===== src/rtl/axi_master_pkg.sv =====
// Shared types and constants for the CPU-side AXI4 master port.
// Widths mirror the AXI_define.svh values used across the interconnect.
package axi_master_pkg;

    localparam int unsigned AXI_ID_BITS   = 4;
    localparam int unsigned AXI_LEN_BITS  = 4;
    localparam int unsigned AXI_ADDR_BITS = 32;
    localparam int unsigned AXI_DATA_BITS = 32;
    localparam int unsigned AXI_STRB_BITS = 4;

    typedef enum logic [2:0] {
        IDLE,
        AR,
        R,
        AW_W,
        B
    } state_e;

    localparam logic [1:0] RESP_OKAY   = 2'b00;
    localparam logic [1:0] RESP_SLVERR = 2'b10;
    localparam logic [1:0] RESP_DECERR = 2'b11;

    localparam logic [2:0] SIZE_WORD  = 3'b010;
    localparam logic [1:0] BURST_INCR = 2'b01;

    // CPU request as captured on acceptance
    typedef struct packed {
        logic [AXI_ADDR_BITS-1:0] addr;
        logic [AXI_DATA_BITS-1:0] wdata;
        logic [AXI_STRB_BITS-1:0] wstrb;
    } req_t;

endpackage


===== src/rtl/axi_cpu_master.sv =====
// CPU-to-AXI4 master: one outstanding read (AR/R) or single-beat write (AW/W/B).
// Define AXI_CPU_MASTER_BURST_EN to allow multi-beat reads of up to MAX_LEN+1 beats.
module axi_cpu_master
    import axi_master_pkg::*;
#(
    parameter int unsigned MASTER_ID = 0,
    parameter int unsigned MAX_LEN   = 3
) (
    input  logic                     ACLK,
    input  logic                     ARESETn,
    input  logic                     req_valid,
    output logic                     req_ready,
    input  logic                     req_write,
    input  logic [AXI_ADDR_BITS-1:0] req_addr,
    input  logic [AXI_DATA_BITS-1:0] req_wdata,
    input  logic [AXI_STRB_BITS-1:0] req_wstrb,
    input  logic [AXI_LEN_BITS-1:0]  req_len,
    output logic                     resp_valid,
    output logic [AXI_DATA_BITS-1:0] resp_rdata,
    output logic                     resp_last,
    output logic                     resp_err,
    output logic [AXI_ID_BITS-1:0]   AWID,
    output logic [AXI_ADDR_BITS-1:0] AWADDR,
    output logic [AXI_LEN_BITS-1:0]  AWLEN,
    output logic [2:0]               AWSIZE,
    output logic [1:0]               AWBURST,
    output logic                     AWVALID,
    input  logic                     AWREADY,
    output logic [AXI_DATA_BITS-1:0] WDATA,
    output logic [AXI_STRB_BITS-1:0] WSTRB,
    output logic                     WLAST,
    output logic                     WVALID,
    input  logic                     WREADY,
    input  logic [AXI_ID_BITS-1:0]   BID,
    input  logic [1:0]               BRESP,
    input  logic                     BVALID,
    output logic                     BREADY,
    output logic [AXI_ID_BITS-1:0]   ARID,
    output logic [AXI_ADDR_BITS-1:0] ARADDR,
    output logic [AXI_LEN_BITS-1:0]  ARLEN,
    output logic [2:0]               ARSIZE,
    output logic [1:0]               ARBURST,
    output logic                     ARVALID,
    input  logic                     ARREADY,
    input  logic [AXI_ID_BITS-1:0]   RID,
    input  logic [AXI_DATA_BITS-1:0] RDATA,
    input  logic [1:0]               RRESP,
    input  logic                     RLAST,
    input  logic                     RVALID,
    output logic                     RREADY
);

    localparam logic [AXI_ID_BITS-1:0] MID = AXI_ID_BITS'(MASTER_ID);

    state_e                   state_q, state_d;
    req_t                     req_q, req_d;
    logic                     rdy_q, rdy_d;
    logic                     arvalid_q, arvalid_d;
    logic                     awvalid_q, awvalid_d;
    logic                     wvalid_q, wvalid_d;
    logic                     aw_done_q, aw_done_d;
    logic                     w_done_q, w_done_d;
    logic                     rready_q, rready_d;
    logic                     bready_q, bready_d;
    logic                     resp_valid_q, resp_valid_d;
    logic                     resp_last_q, resp_last_d;
    logic                     resp_err_q, resp_err_d;
    logic [AXI_DATA_BITS-1:0] rdata_q, rdata_d;
    logic                     len_err_c;
    logic [AXI_LEN_BITS-1:0]  arlen_c;

`ifdef AXI_CPU_MASTER_BURST_EN
    localparam logic [AXI_LEN_BITS-1:0] MAX_LEN_C = AXI_LEN_BITS'(MAX_LEN);

    logic [AXI_LEN_BITS-1:0] arlen_q, arlen_d;
    logic [AXI_LEN_BITS-1:0] beat_q, beat_d;

    // Beat count must reach ARLEN exactly when RLAST shows up
    assign len_err_c = RLAST ? (beat_q != arlen_q) : (beat_q >= arlen_q);
    assign arlen_c   = arlen_q;
`else
    logic unused_len;

    assign unused_len = ^{req_len, MAX_LEN};
    assign len_err_c  = !RLAST;
    assign arlen_c    = '0;
`endif

    always_comb begin
        state_d      = state_q;
        req_d        = req_q;
        arvalid_d    = arvalid_q;
        awvalid_d    = awvalid_q;
        wvalid_d     = wvalid_q;
        aw_done_d    = aw_done_q;
        w_done_d     = w_done_q;
        resp_valid_d = 1'b0;
        resp_last_d  = 1'b0;
        resp_err_d   = 1'b0;
        rdata_d      = rdata_q;
`ifdef AXI_CPU_MASTER_BURST_EN
        arlen_d      = arlen_q;
        beat_d       = beat_q;
`endif

        case (state_q)
            IDLE: begin
                if (req_valid && rdy_q) begin
                    req_d.addr  = req_addr;
                    req_d.wdata = req_wdata;
                    req_d.wstrb = req_wstrb;
                    if (req_write) begin
                        state_d   = AW_W;
                        awvalid_d = 1'b1;
                        wvalid_d  = 1'b1;
                        aw_done_d = 1'b0;
                        w_done_d  = 1'b0;
                    end else begin
                        state_d   = AR;
                        arvalid_d = 1'b1;
`ifdef AXI_CPU_MASTER_BURST_EN
                        arlen_d   = (req_len > MAX_LEN_C) ? MAX_LEN_C : req_len;
                        beat_d    = '0;
`endif
                    end
                end
            end
            AR: begin
                if (arvalid_q && ARREADY) begin
                    arvalid_d = 1'b0;
                    state_d   = R;
                end
            end
            R: begin
                if (RVALID && rready_q) begin
                    resp_valid_d = 1'b1;
                    rdata_d      = RDATA;
                    resp_last_d  = RLAST;
                    resp_err_d   = (RRESP != RESP_OKAY) || (RID != MID) || len_err_c;
`ifdef AXI_CPU_MASTER_BURST_EN
                    beat_d       = (beat_q == '1) ? beat_q : beat_q + AXI_LEN_BITS'(1);
`endif
                    if (RLAST) begin
                        state_d = IDLE;
                    end
                end
            end
            AW_W: begin
                // Address and data channels complete independently
                if (awvalid_q && AWREADY) begin
                    awvalid_d = 1'b0;
                    aw_done_d = 1'b1;
                end
                if (wvalid_q && WREADY) begin
                    wvalid_d = 1'b0;
                    w_done_d = 1'b1;
                end
                if (aw_done_d && w_done_d) begin
                    state_d = B;
                end
            end
            B: begin
                if (BVALID && bready_q) begin
                    resp_valid_d = 1'b1;
                    resp_last_d  = 1'b1;
                    resp_err_d   = (BRESP != RESP_OKAY) || (BID != MID);
                    state_d      = IDLE;
                end
            end
            default: state_d = IDLE;
        endcase

        rdy_d    = (state_d == IDLE);
        rready_d = (state_d == R);
        bready_d = (state_d == B);
    end

    always_ff @(posedge ACLK) begin
        if (!ARESETn) begin
            state_q      <= IDLE;
            req_q        <= '0;
            rdy_q        <= 1'b0;
            arvalid_q    <= 1'b0;
            awvalid_q    <= 1'b0;
            wvalid_q     <= 1'b0;
            aw_done_q    <= 1'b0;
            w_done_q     <= 1'b0;
            rready_q     <= 1'b0;
            bready_q     <= 1'b0;
            resp_valid_q <= 1'b0;
            resp_last_q  <= 1'b0;
            resp_err_q   <= 1'b0;
            rdata_q      <= '0;
`ifdef AXI_CPU_MASTER_BURST_EN
            arlen_q      <= '0;
            beat_q       <= '0;
`endif
        end else begin
            state_q      <= state_d;
            req_q        <= req_d;
            rdy_q        <= rdy_d;
            arvalid_q    <= arvalid_d;
            awvalid_q    <= awvalid_d;
            wvalid_q     <= wvalid_d;
            aw_done_q    <= aw_done_d;
            w_done_q     <= w_done_d;
            rready_q     <= rready_d;
            bready_q     <= bready_d;
            resp_valid_q <= resp_valid_d;
            resp_last_q  <= resp_last_d;
            resp_err_q   <= resp_err_d;
            rdata_q      <= rdata_d;
`ifdef AXI_CPU_MASTER_BURST_EN
            arlen_q      <= arlen_d;
            beat_q       <= beat_d;
`endif
        end
    end

    assign req_ready  = rdy_q;
    assign resp_valid = resp_valid_q;
    assign resp_rdata = rdata_q;
    assign resp_last  = resp_last_q;
    assign resp_err   = resp_err_q;

    assign AWID    = MID;
    assign AWADDR  = req_q.addr;
    assign AWLEN   = '0;
    assign AWSIZE  = SIZE_WORD;
    assign AWBURST = BURST_INCR;
    assign AWVALID = awvalid_q;
    assign WDATA   = req_q.wdata;
    assign WSTRB   = req_q.wstrb;
    assign WLAST   = 1'b1;
    assign WVALID  = wvalid_q;
    assign BREADY  = bready_q;

    assign ARID    = MID;
    assign ARADDR  = req_q.addr;
    assign ARLEN   = arlen_c;
    assign ARSIZE  = SIZE_WORD;
    assign ARBURST = BURST_INCR;
    assign ARVALID = arvalid_q;
    assign RREADY  = rready_q;

endmodule


===== config.mk =====
export PLATFORM = sky130hd
export DESIGN_NAME = axi_cpu_master
export DESIGN_NICKNAME = d
export VERILOG_FILES = /design/src/rtl/axi_master_pkg.sv /design/src/rtl/axi_cpu_master.sv
export SDC_FILE = /design/constraint.sdc
export NUM_CORES = 1
export LEC_CHECK = 0
export ABC_CLOCK_PERIOD_IN_PS = 2500
export CORE_AREA = 2 2 114 116
export DETAILED_ROUTE_END_ITERATION = 10
export DIE_AREA = 0 0 116 118
export DONT_BUFFER_PORTS = 1
export PLACE_DENSITY = 0.54
export SLEW_MARGIN = 10
export SYNTH_ARGS = -nofsm -noshare
export SYNTH_HDL_FRONTEND = slang
export SYNTH_SLANG_ARGS = --single-unit

===== constraint.sdc =====
create_clock -name ACLK -period 2.5 [get_ports ACLK]
set_input_delay 0.625 -clock ACLK [delete_from_list [all_inputs] [get_ports ACLK]]
set_output_delay 0.625 -clock ACLK [all_outputs]
set_load 0.01 [all_outputs]

==> results by group, run 1 <==
Synth
  • Synth Warn #: 0
  • Number of synthesized flops with an enable pin: 0
  • Syn Std Cell Area: 4870 um2
  • Ys async rst share: 0%
  • Count of cell types in the netlist: 40
  • Top FF cell, synth: dfxtp_1
  • Synthesized area per cell: 8.55 um2
  • Yosys top cell area share: 46.9%
  • Count leader, synth: nand2_1
  • Synth Register Bits: 114
  • Synth area leader: dfxtp_1
  • Synth Instances: 569
  • Commonest cells post-synth: 206 x nand2_1, 114 x dfxtp_1, 73 x a21boi_0
  • Top cells by area, synth: dfxtp_1 47%, nand2_1 16%, a21boi_0 11%, buf_4 9.7%, a21boi_1 4.8%
  • Sequential-to-total area share from yosys stat: 46.9%

Status
  • Run status: completed

Worst hold path
  • Worst Hold End: ARADDR[8]
  • Hold Path Class: input pin to flip-flop
  • Hold_sp: req_addr[8]
  • Hold Path Depth: 2

Routing
  • DRC violations left: 0
  • Vias: 3,380
  • First drt pass iteration count: 4
  • WL final: 10,800 um
  • Wire per inst: 15.2 um
  • Number of vias per cell: 4.76
  • Initial drt markers: 147
  • ANT nets after route: 0

Floorplan
  • Initial core utilization: 39.2%
  • Row count: 41
  • Core footprint: 12,400 um2
  • Die Span X: 116 um
  • # IOs: 294
  • Die area: 13,700 um2
  • Die H: 118 um

Critical path
  • CP max-delay cell: or4_2
  • Critical Path RT: 2.80 ns
  • Critical path startpoint category: flip-flop
  • CP peak stage delay: 0.75 ns
  • Worst setup path class: flip-flop to flip-flop
  • CP endpoint kind: flip-flop
  • Worst Reg-to-Reg Cells: 4
  • Critical path cell sequence: or4_2, buf_4, o21a_1, and4_1
  • Reg-to-reg slack, setup: 0.63 ns
  • Crit Path Max Fanout: 22
  • Reg2Reg Launch Point: state_q[0]
  • RR Endpoint: req_ready
  • Arr. time, crit path: 2.16 ns

Timing
  • Period utilisation layout: 74.6%
  • Clock Skew: 0.00488 ns
  • Final WS setup: 0.635 ns
  • Final slew viol count: 0
  • Max Clk Rate: 536 MHz
  • Setup TNS: 0 ns
  • Fin crit period: 1.87 ns
  • Final hold vios: 0
  • Final number of setup-violating endpoints: 0
  • RSZ-0062 raised after global routing: false

Power and ir drop
  • Switching share of power: 23.4%
  • Combinational share of power: 5.7%
  • Peak supply drop: 0.480 mV
  • Switch Pwr: 1.12 mW
  • Pwr dens: 925 nW/um2
  • Sequential share of power: 43.2%
  • Leak pwr: 1.80 nW
  • Internal power: 3.65 mW
  • Power share of the clock group: 51.1%

GRT
  • GR Overflow Total: 0
  • Initial antenna violation count: 0
  • Vias in the first global route: 3,339
  • First-pass GRT wire length: 16,500 um
  • GRT Resource Usage Total: 15.8%
  • Largest net degree at the start of global routing: 114

Placement
  • Instance area at placement: 4540 um2
  • Routability cong.: 0.756
  • # port buffers: 0
  • Post-Place Worst Slack: 0.492 ns
  • DP HPWL: 7680 um

Clock tree
  • Register clock-pin slew on the reported worst setup and hold paths: 0.05 ns
  • Maximum root-to-sink buffer count: 2
  • Skew-Pair Late Insertion Delay: 0.41 ns
  • Cts repair resizes: 0
  • Hold_buf cts: 0
  • Post-CTS setup buffers: 0
  • CTS tree: yes
  • Htree depth: 4
  • Clock root buffer master: clkbuf_16
  • Clock tree sinks: 114
  • TritonCTS Buffers: 17

Layout
  • Nets@finish: 652
  • Share of cells above drive strength 1: 8.18%
  • Syn-to-layout area delta: 5.76%
  • # diodes: 0
  • Final Instance Area: 5150 um2

Run
  • Max_cap viols: 0
[layout make-up]
cell class                      count  area (um2)
Inverter                            3        11.3
Fill cell                        1251        7270
Sequential cell                   114        2280
Clock inverter                     10         133
Multi-Input combinational cell    382        1970
Tap cell                          172         215
Clock buffer                       21         470
Timing Repair Buffer                8        60.1
[flip-flops by register name, indices dropped and copies added, names as in the netlist]
name        flops
resp_err        1
WSTRB           4
req_ready       1
BREADY          1
resp_valid      1
state_q         3
ARVALID         1
w_done_q        1
RREADY          1
resp_last       1
resp_rdata     32
aw_done_q       1
WVALID          1
ARADDR         32
AWVALID         1
WDATA          32
[power groups by stage]
stage | Clock (mW) | Sequential, mW | Combinational, mW
floorplan | 0 | 2.04 | 0.382
global placement | 0 | 2.09 | 0.268
detailed placement | 0 | 2.10 | 0.279
CTS | 2.51 | 2.06 | 0.279
global route | 2.59 | 2.07 | 0.320
finish | 2.43 | 2.06 | 0.273
[worst max-delay path, delay by kind of cell (launching register included)]
family / cells / cell delay [ns]
AO/OA/AOI/OAI: 1 / 0.15
buffers and inverters: 1 / 0.25
flip-flops: 1 / 0.42
AND/OR/NAND/NOR: 2 / 0.93
[routing by layer]
layer	GRT usage [%]	wire length [um]	vias up	share of wire [%]
li1	-	-	1668	-
met1	16.3	4150	1539	38
met2	26.0	5230	158	49
met3	8.14	1170	15	11
met4	7.89	229	0	2.1
met5	0	0	-	0
[worst max-delay path by stage]
stage                          start   endpoint  slack, ns  depth (start not counted)
after detailed placement   req_valid  req_ready       0.49                          5
after global routing      state_q[0]  req_ready       0.56                          4
after floorplan            req_valid  aw_done_q       0.83                          6
after global placement     req_valid  req_ready       0.51                          5
after CTS                 state_q[0]  req_ready       0.63                          4
final                     state_q[0]  req_ready       0.63                          4
[cell usage in the layout (no fill, tap or decap), types with 4 or more instances in the layout]
cell       count
conb_1        27
a21boi_1      31
buf_4          8
dfxtp_1      114
clkbuf_16     17
nand2_1      206
nor2_1         6
nand3_1        4
clkinv_2       4
a21boi_0      73
[cells by family (layout without fill, tap and decap cells)]
| kind of cell | Yosys count | after routing | synth area share, % |
|---|---|---|---|
| AND/OR/NAND/NOR | 235 | 235 | 20.0 |
| AO/OA/AOI/OAI | 119 | 119 | 18.3 |
| flip-flops | 114 | 114 | 46.9 |
| buffers and inverters | 98 | 42 | 14.5 |
| other | 2 | 27 | 0.154 |
| XOR/XNOR | 1 | 1 | 0.180 |
[through the flow]
step                      utilization (%)  instances  hold WS, ns  power, mW
after CTS                            41.5        710        0.316       4.85
after detailed placement             36.6        679        0.456       2.37
after global routing                 41.5        710        0.329       4.98
final                                41.5        710        0.344       4.76
after floorplan                         -        594        0.438       2.42
after global placement               36.6        679        0.443       2.36
No activity file was read; power rests on OpenSTA's default activity.
==> run 2, diff against run 1 <==
- ABC_CLOCK_PERIOD_IN_PS: 2500 -> 1900
- clock period: 2.5 -> 1.9 ns (I/O delays scaled with it)
==> results by group, run 2 (synthesis gave the netlist of run 1 again) <==
Timing
  • Max Clk Rate: 598 MHz (+11%)
  • Clock Skew: 0.0108 ns (+0.00596 ns)
  • Hold WS: 0.196 ns (-0.148 ns)
  • Final hold vios: 0 (unchanged)
  • Final number of setup-violating endpoints: 0 (unchanged)
  • Setup TNS: 0 ns (unchanged)
  • RSZ-0062 raised after global routing: false
  • Fin crit period: 1.67 ns (-0.192 ns)
  • Period utilisation layout: 88.0% (+13 points)
  • Final slew viol count: 0 (unchanged)

Critical path
  • Critical Path RT: 2.25 ns (-0.55 ns)
  • CP max-delay cell: or4_2
  • Critical path cell sequence: or4_2, buf_4, o22ai_1, and2_1
  • CP delay by family, top: simple AND/OR/NAND/NOR gates
  • Crit Path Max Fanout: 24 (+9.1%)
  • Critical path startpoint category: flip-flop
  • CP endpoint kind: flip-flop
  • Buf+Inv Stages, Crit Path: 1 (unchanged)
  • Worst setup path class: flip-flop to flip-flop
  • Arr. time, crit path: 2.02 ns (-0.14 ns)
  • CP peak stage delay: 0.76 ns (about the same)

Routing
  • First drt pass iteration count: 4 (unchanged)
  • Number of vias per cell: 4.83 (+1.4%)
  • Wire per inst: 15.2 um (-0.15%)
  • WL final: 10,900 um (+0.70%)
  • ANT nets after route: 0 (unchanged)
  • DRC violations left: 0 (unchanged)
  • Vias: 3,456 (+2.2%)
  • Initial drt markers: 206 (+40%)

Clock tree
  • Hold_buf cts: 0 (unchanged)
  • Clock tree sinks: 114 (unchanged)
  • Clock root buffer master: clkbuf_16
  • Maximum root-to-sink buffer count: 2 (unchanged)
  • Register clock-pin slew on the reported worst setup and hold paths: 0.05 ns (about the same)
  • Cts repair resizes: 0 (unchanged)
  • Htree depth: 4 (unchanged)
  • Post-CTS setup buffers: 0 (unchanged)
  • Skew-Pair Late Insertion Delay: 0.41 ns (about the same)
  • TritonCTS Buffers: 17 (unchanged)
  • CTS tree: yes

Floorplan
  • Die H: 118 um (unchanged)
  • Die area: 13,700 um2 (unchanged)
  • Row count: 41 (unchanged)
  • # IOs: 294 (unchanged)
  • Core footprint: 12,400 um2 (unchanged)
  • Initial core utilization: 39.2% (unchanged)
  • Die Span X: 116 um (unchanged)

Layout
  • Nets@finish: 657 (+0.77%)
  • Syn-to-layout area delta: 7.20%
  • Share of cells above drive strength 1: 8.82% (+0.65 points)
  • # diodes: 0 (unchanged)
  • Commonest non-fill, non-tap cells in the layout: 206 x nand2_1, 114 x dfxtp_1, 73 x a21boi_0
  • Most common cell after layout, fill and taps aside: nand2_1

Worst hold path
  • Hold Path Class: input pin to flip-flop

GRT
  • Largest net degree at the start of global routing: 114 (unchanged)
  • GRT Resource Usage Total: 15.8% (about the same)
  • GR Overflow Total: 0 (unchanged)
  • Vias in the first global route: 3,236 (-3.1%)
  • Initial antenna violation count: 0 (unchanged)
  • First-pass GRT wire length: 16,500 um (+0.25%)

Status
  • Run status: completed

Run
  • Max_cap viols: 0 (unchanged)

Placement
  • # port buffers: 0 (unchanged)
  • DP HPWL: 7780 um (+1.4%)
  • Routability cong.: 0.749 (-0.87%)

Power and ir drop
  • Peak supply drop: 0.502 mV (+4.5%)
  • Leak pwr: 1.84 nW (+2.3%)
  • Pwr dens: 1220 nW/um2 (+31%)
-- run 2: changes by cell type in the layout (fill, tap and decap cells not counted), moves of 2 or more --
cell	previous run	this run
buf_12	0	2
buf_4	8	11
clkbuf_1	1	3
clkbuf_8	3	1
-- run 2: layout make-up --
cell class,count,area (um2)
Clock buffer,21,450
Clock inverter,11,160
Fill cell,1273,7200
Inverter,3,11.3
Multi-Input combinational cell,382,1970
Sequential cell,114,2280
Tap cell,172,215
Timing Repair Buffer,13,123
-- run 2: final timing paths --
kind | from | to | slack (ns) | cells after the start
worst max-delay path | state_q[0] | ARVALID | 0.23 | 4
worst min-delay path | req_addr[19] | ARADDR[19] | 0.20 | 2
worst min register to register | w_done_q | w_done_q | 0.46 | 2
worst max register to register | state_q[0] | ARVALID | 0.23 | 4
-- run 2: per-layer routing --
layer | up-vias | GRT usage [%] | wire [um]
li1 | 1681 | - | -
met2 | 164 | 26.1 | 5250
met4 | 0 | 7.37 | 255
met1 | 1592 | 16.0 | 4060
met3 | 19 | 8.60 | 1280
met5 | - | 0 | 0
-- run 2: report_power, final --
| group | internal (mW) | switching (mW) | total, mW | leakage (nW) |
|---|---|---|---|---|
| logic | 0.163 | 0.246 | 0.409 | 0.624 |
| registers | 2.52 | 0.175 | 2.69 | 0.924 |
| clock network | 2.21 | 1.03 | 3.25 | 0.297 |
| total | 4.89 | 1.46 | 6.35 | 1.84 |
-- run 2: stage by stage --
step	setup WS (ns)	instances	util (%)	instance area (um2)	power, mW
final	0.227	716	42.0	5220	6.35
after global routing	0.142	716	42.0	5220	6.65
after CTS	0.221	716	42.0	5220	6.44
after detailed placement	0.116	684	37.1	4610	3.16
after global placement	0.100	684	37.1	4610	3.14
after floorplan	0.383	594	-	4960	3.19
